**src/rtl/snake_direction_ctrl.sv**
```systemverilog
// snake_direction_ctrl: turns button presses into queued, tick-paced snake direction changes
module snake_direction_ctrl #(
    parameter int          QUEUE_DEPTH = 2,
    parameter int          TICK_DIV    = 25000000,
    parameter logic [1:0]  INIT_DIR    = 2'b00,
    localparam int         LW          = $clog2(QUEUE_DEPTH + 1)
) (
    input  logic          clock,
    input  logic          reset_n,
    input  logic [3:0]    push_buttons,
    input  logic          pause,
    output logic [1:0]    dir_out,
    output logic          move_tick,
    output logic [LW-1:0] queue_level,
    output logic          reject
);
    localparam int PW = QUEUE_DEPTH > 1 ? $clog2(QUEUE_DEPTH) : 1;
    localparam int CW = $clog2(TICK_DIV);

    logic [3:0]    sync1, sync2, sync3, press;
    logic [2:0]    live;
    logic [CW-1:0] cnt;
    logic [PW-1:0] rd_ptr, wr_ptr, last;
    logic [1:0]    fifo [QUEUE_DEPTH];
    logic [1:0]    req, tail;
    logic          wrap, pop, push;

    // Press selection and accept/reject decision; the first sample after reset is
    // compared against reset flops, so presses are masked until a real prior sample exists
    always_comb begin
        press = live[2] ? sync2 & ~sync3 : 4'b0;
        req   = press[0] ? 2'd0 : press[1] ? 2'd1 : press[2] ? 2'd2 : 2'd3;
        last  = wr_ptr == '0 ? PW'(QUEUE_DEPTH - 1) : wr_ptr - PW'(1);
        tail  = queue_level != '0 ? fifo[last] : dir_out;
        wrap  = !pause && cnt == CW'(TICK_DIV - 1);
        pop   = wrap && queue_level != '0;
        push  = |press && (^req != ^tail) && queue_level != LW'(QUEUE_DEPTH);
    end

    // Synchroniser, tick counter, queue bookkeeping and registered outputs
    always_ff @(posedge clock or negedge reset_n) begin
        if (!reset_n) begin
            sync1       <= '0;
            sync2       <= '0;
            sync3       <= '0;
            live        <= '0;
            cnt         <= '0;
            rd_ptr      <= '0;
            wr_ptr      <= '0;
            queue_level <= '0;
            dir_out     <= INIT_DIR;
            move_tick   <= 1'b0;
            reject      <= 1'b0;
        end else begin
            sync1       <= push_buttons;
            sync2       <= sync1;
            sync3       <= sync2;
            live        <= {live[1:0], 1'b1};
            cnt         <= wrap ? '0 : pause ? cnt : cnt + CW'(1);
            move_tick   <= wrap;
            reject      <= |press && !push;
            queue_level <= queue_level + LW'(push) - LW'(pop);
            if (pop) begin
                dir_out <= fifo[rd_ptr];
                rd_ptr  <= rd_ptr == PW'(QUEUE_DEPTH - 1) ? '0 : rd_ptr + PW'(1);
            end
            if (push)
                wr_ptr <= wr_ptr == PW'(QUEUE_DEPTH - 1) ? '0 : wr_ptr + PW'(1);
        end
    end

    // Queue storage needs no reset: entries are only read when counted valid
    always_ff @(posedge clock) begin
        if (push)
            fifo[wr_ptr] <= req;
    end
endmodule

```
**config.mk**
```make
export PLATFORM = sky130hd
export DESIGN_NAME = snake_direction_ctrl
export DESIGN_NICKNAME = d
export VERILOG_FILES = /design/src/rtl/snake_direction_ctrl.sv
export SDC_FILE = /design/constraint.sdc
export NUM_CORES = 1
export LEC_CHECK = 0
export BUFFER_PORTS_ARGS = -buffer_cell sky130_fd_sc_hd__buf_2
export CORE_MARGIN = 4
export CORE_UTILIZATION = 50
export CTS_CLUSTER_DIAMETER = 100
export DETAILED_ROUTE_END_ITERATION = 12
export PLACE_DENSITY = 0.68
export SYNTH_ARGS = -nofsm -noshare
export SYNTH_HDL_FRONTEND = slang
export SYNTH_SLANG_ARGS = --single-unit
```
**constraint.sdc**
```tcl
create_clock -name clock -period 2.3 [get_ports clock]
set_input_delay 0.69 -clock clock [delete_from_list [all_inputs] [get_ports clock]]
set_output_delay 0.69 -clock clock [all_outputs]
set_load 0.01 [all_outputs]
```
==> flow_summary.toml <==
[status]
status = "finished, final reports clean"

[global_route]
grt_max_degree = 30
antenna_found_initial = 0
track_usage = 0.155
overflow = 0
grt_pass1_wl_mm = 6.52
grt_pass1_vias = 1413

[die]
core-area_sq_um = 4140
placementRows = 23
die_y_microns = 74.4
ios = 13
initial_utilization = 0.532
die_area_sq_um = 5540
dieWidth_microns = 74.4

[sta]
finalMaxSlewViolations = 0
fin_crit_sh = 0.955
fmax_mhz = 455
tightest_slew_ns = 0.503
fin_skew_ns = 0.0116
setup-tns-final_ns = 0
slew_headroom = 0.665
finalHoldViolCount = 0
setup-violations-final = 0
timing.final.ws_setup_ns = 0.103
period_needed_ns = 2.20

[yosys]
ys_seq_area_frac = 0.599
ys_warn_count = 0
synth_area_leaders = "dfrtp_1 54%, xnor2_1 7.2%, edfxtp_1 5.4%, xor2_1 4.0%, nor2_1 3.1%"
netlist_instances = 188
synth_ff_type = "dfrtp_1"
synth-seq-cells = 52
synth_nets = 198
synthArstFlopShare = 0.923
synth.avg_cell_area_sq_um = 11.7
syn-cell-area_sq_um = 2200
synth_edf_count = 4
synth_top_cell_by_area = "dfrtp_1"
ys_types = 38
synth_top_cell_area_share = 0.545

[routing]
dr.pass1.iters = 4
wl_per_cell_microns = 13.9
drc = 0
vias = 1416
totalWireLength_mm = 3.73
antenna_left = 0
viasPerCell = 5.28
initialDrtViolationCount = 86

[clock_tree]
path_clk_slew_ns = 0.10
cts_tree = "built"
cts.sinks = 52
htree_levels = 2
clock_path_buffers = 2
cts_buffers = 5
cts_root_buf = "clkbuf_8"
clock_latency_ns = 0.31
hold_buffers = 0

[final_layout]
diodes = 0
drive_gt1_frac = 0.211
final_cell_mix = "47 x dfrtp_1, 18 x xnor2_1, 18 x nor2_1"
seqCellArea_sq_um = 1320
final_nets = 227
synthToLayoutAreaGrowth_pct = 15.1
mostFrequentLayoutCell = "dfrtp_1"
multi_input_area_sq_um = 855
nFillCells = 342
fin_util = 0.612

[setup_path]
cp_max_fo = 4
timing.rr.end = "queue_level[1]"
r2r_cells = 9
rrSetupSlack_ns = 0.10
critPathArrivalTime_ns = 2.43
crit_path_end_kind = "flop"
crit_required_ns = 2.53
crit_type = "reg2reg"
start_kind = "flop"
rr_startpoint = "queue_level[0]"

[power]
comb_power_share = 0.181
swShare = 0.287
seq_power_share = 0.545
p_per_area_nw_per_um2 = 799
total_power_w = 0.00203
leakagePower_nw = 1.18
p_int_w = 0.00144
peakVddDrop_v = 0.000572
p_switching_w = 0.000582
p_clk_frac = 0.274

[placement]
gp_congestion = 0.867
dpl_worst_slack_ns = -0.00731
port_buffers = 12
hpwlAfterDp_mm = 2.65

[min_path]
hold_class = "in2async"

[run]
maxCapViolations = 0
-- registers in the layout (all words and copies together) (netlist names), 2 cells and up --
signal       cells
cnt             25
fifo             4
sync1            4
sync2            4
sync3            4
live             3
dir_out          2
queue_level      2
-- metal layers --
layer | GRT usage | wire (microns)
met1 | 0.216 | 1750
met2 | 0.241 | 1750
met3 | 0.0378 | 166
met4 | 0.0474 | 51
met5 | 0 | 0
-- power by group through the flow --
stage / Clock [W] / Sequential (W) / Combinational, W
4_1_cts: 0.000570 / 0.00110 / 0.000338
3_5_place_dp: 0 / 0.00112 / 0.000334
6_report: 0.000555 / 0.00110 / 0.000367
2_1_floorplan: 0 / 0.00113 / 0.000192
5_1_grt: 0.000618 / 0.00112 / 0.000416
3_3_place_gp: 0 / 0.00111 / 0.000320
-- layout make-up --
class,instances,area share
multi-input cells,125,0.337
inverters,8,0.0118
clock inverters,3,0.0113
flip-flops and latches,52,0.521
repair buffers,25,0.0671
clock buffers,5,0.0271
well taps,50,0.0247
-- synth_stat cells (all sizes together) (3+ instances only) --
| library cell | n |
|---|---|
| and2 | 3 |
| and3 | 4 |
| buf | 3 |
| dfrtp | 48 |
| edfxtp | 4 |
| ha | 3 |
| inv | 8 |
| mux2 | 5 |
| nand2 | 11 |
| nand3 | 8 |
| nand4 | 3 |
| nor2 | 18 |
| nor2b | 5 |
| nor3 | 11 |
| o21ai | 4 |
| xnor2 | 18 |
| xor2 | 10 |
-- repair_timing --
item,CTS,global route
resized for setup,0,5
setup buffers,0,3
setup endpoints to repair,0,1
-- critical path, cell delays in order (launching register included) --
cell and delay (ns):
dfrtp_1 0.39, or2_2 0.32, and3_1 0.19, or3_4 0.37, nand3_2 0.12, ha_1 0.23, inv_1 0.05, ha_1 0.16
xnor2_1 0.15, xnor2_1 0.14
-- metrics by stage --
step / hold WS [ns] / area, sq um / cells
after floorplan: 0.331 / 2200 / 188
after global placement: 0.332 / 2400 / 257
after detailed placement: 0.335 / 2400 / 257
after CTS: 0.357 / 2490 / 265
after global routing: 0.365 / 2540 / 268
final: 0.332 / 2540 / 268
-- how the worst max path moves through the flow --
stage | cells past startpoint | endpoint | slack (ns) | start
6_report | 9 | queue_level[1] | 0.10 | queue_level[0]
5_1_grt | 9 | queue_level[1] | -0.01 | queue_level[0]
4_1_cts | 9 | queue_level[1] | 0.02 | queue_level[0]
3_5_place_dp | 10 | queue_level[1] | -0.007 | pause
3_3_place_gp | 10 | queue_level[1] | 0.07 | pause
2_1_floorplan | 10 | queue_level[1] | 0.05 | pause
-- cells by family (layout without fill, tap and decap cells) --
kind of cell / after synthesis / after routing / synth area share
simple gates: 75 / 75 / 0.187
flops: 52 / 52 / 0.599
xor+xnor: 28 / 28 / 0.111
compound gates: 13 / 13 / 0.0369
buf+inv: 11 / 41 / 0.0216
mux: 5 / 5 / 0.0255
fa+ha+maj: 3 / 3 / 0.0170
other cells: 1 / 1 / 0.00170
No activity file was read; power rests on OpenSTA's default activity.
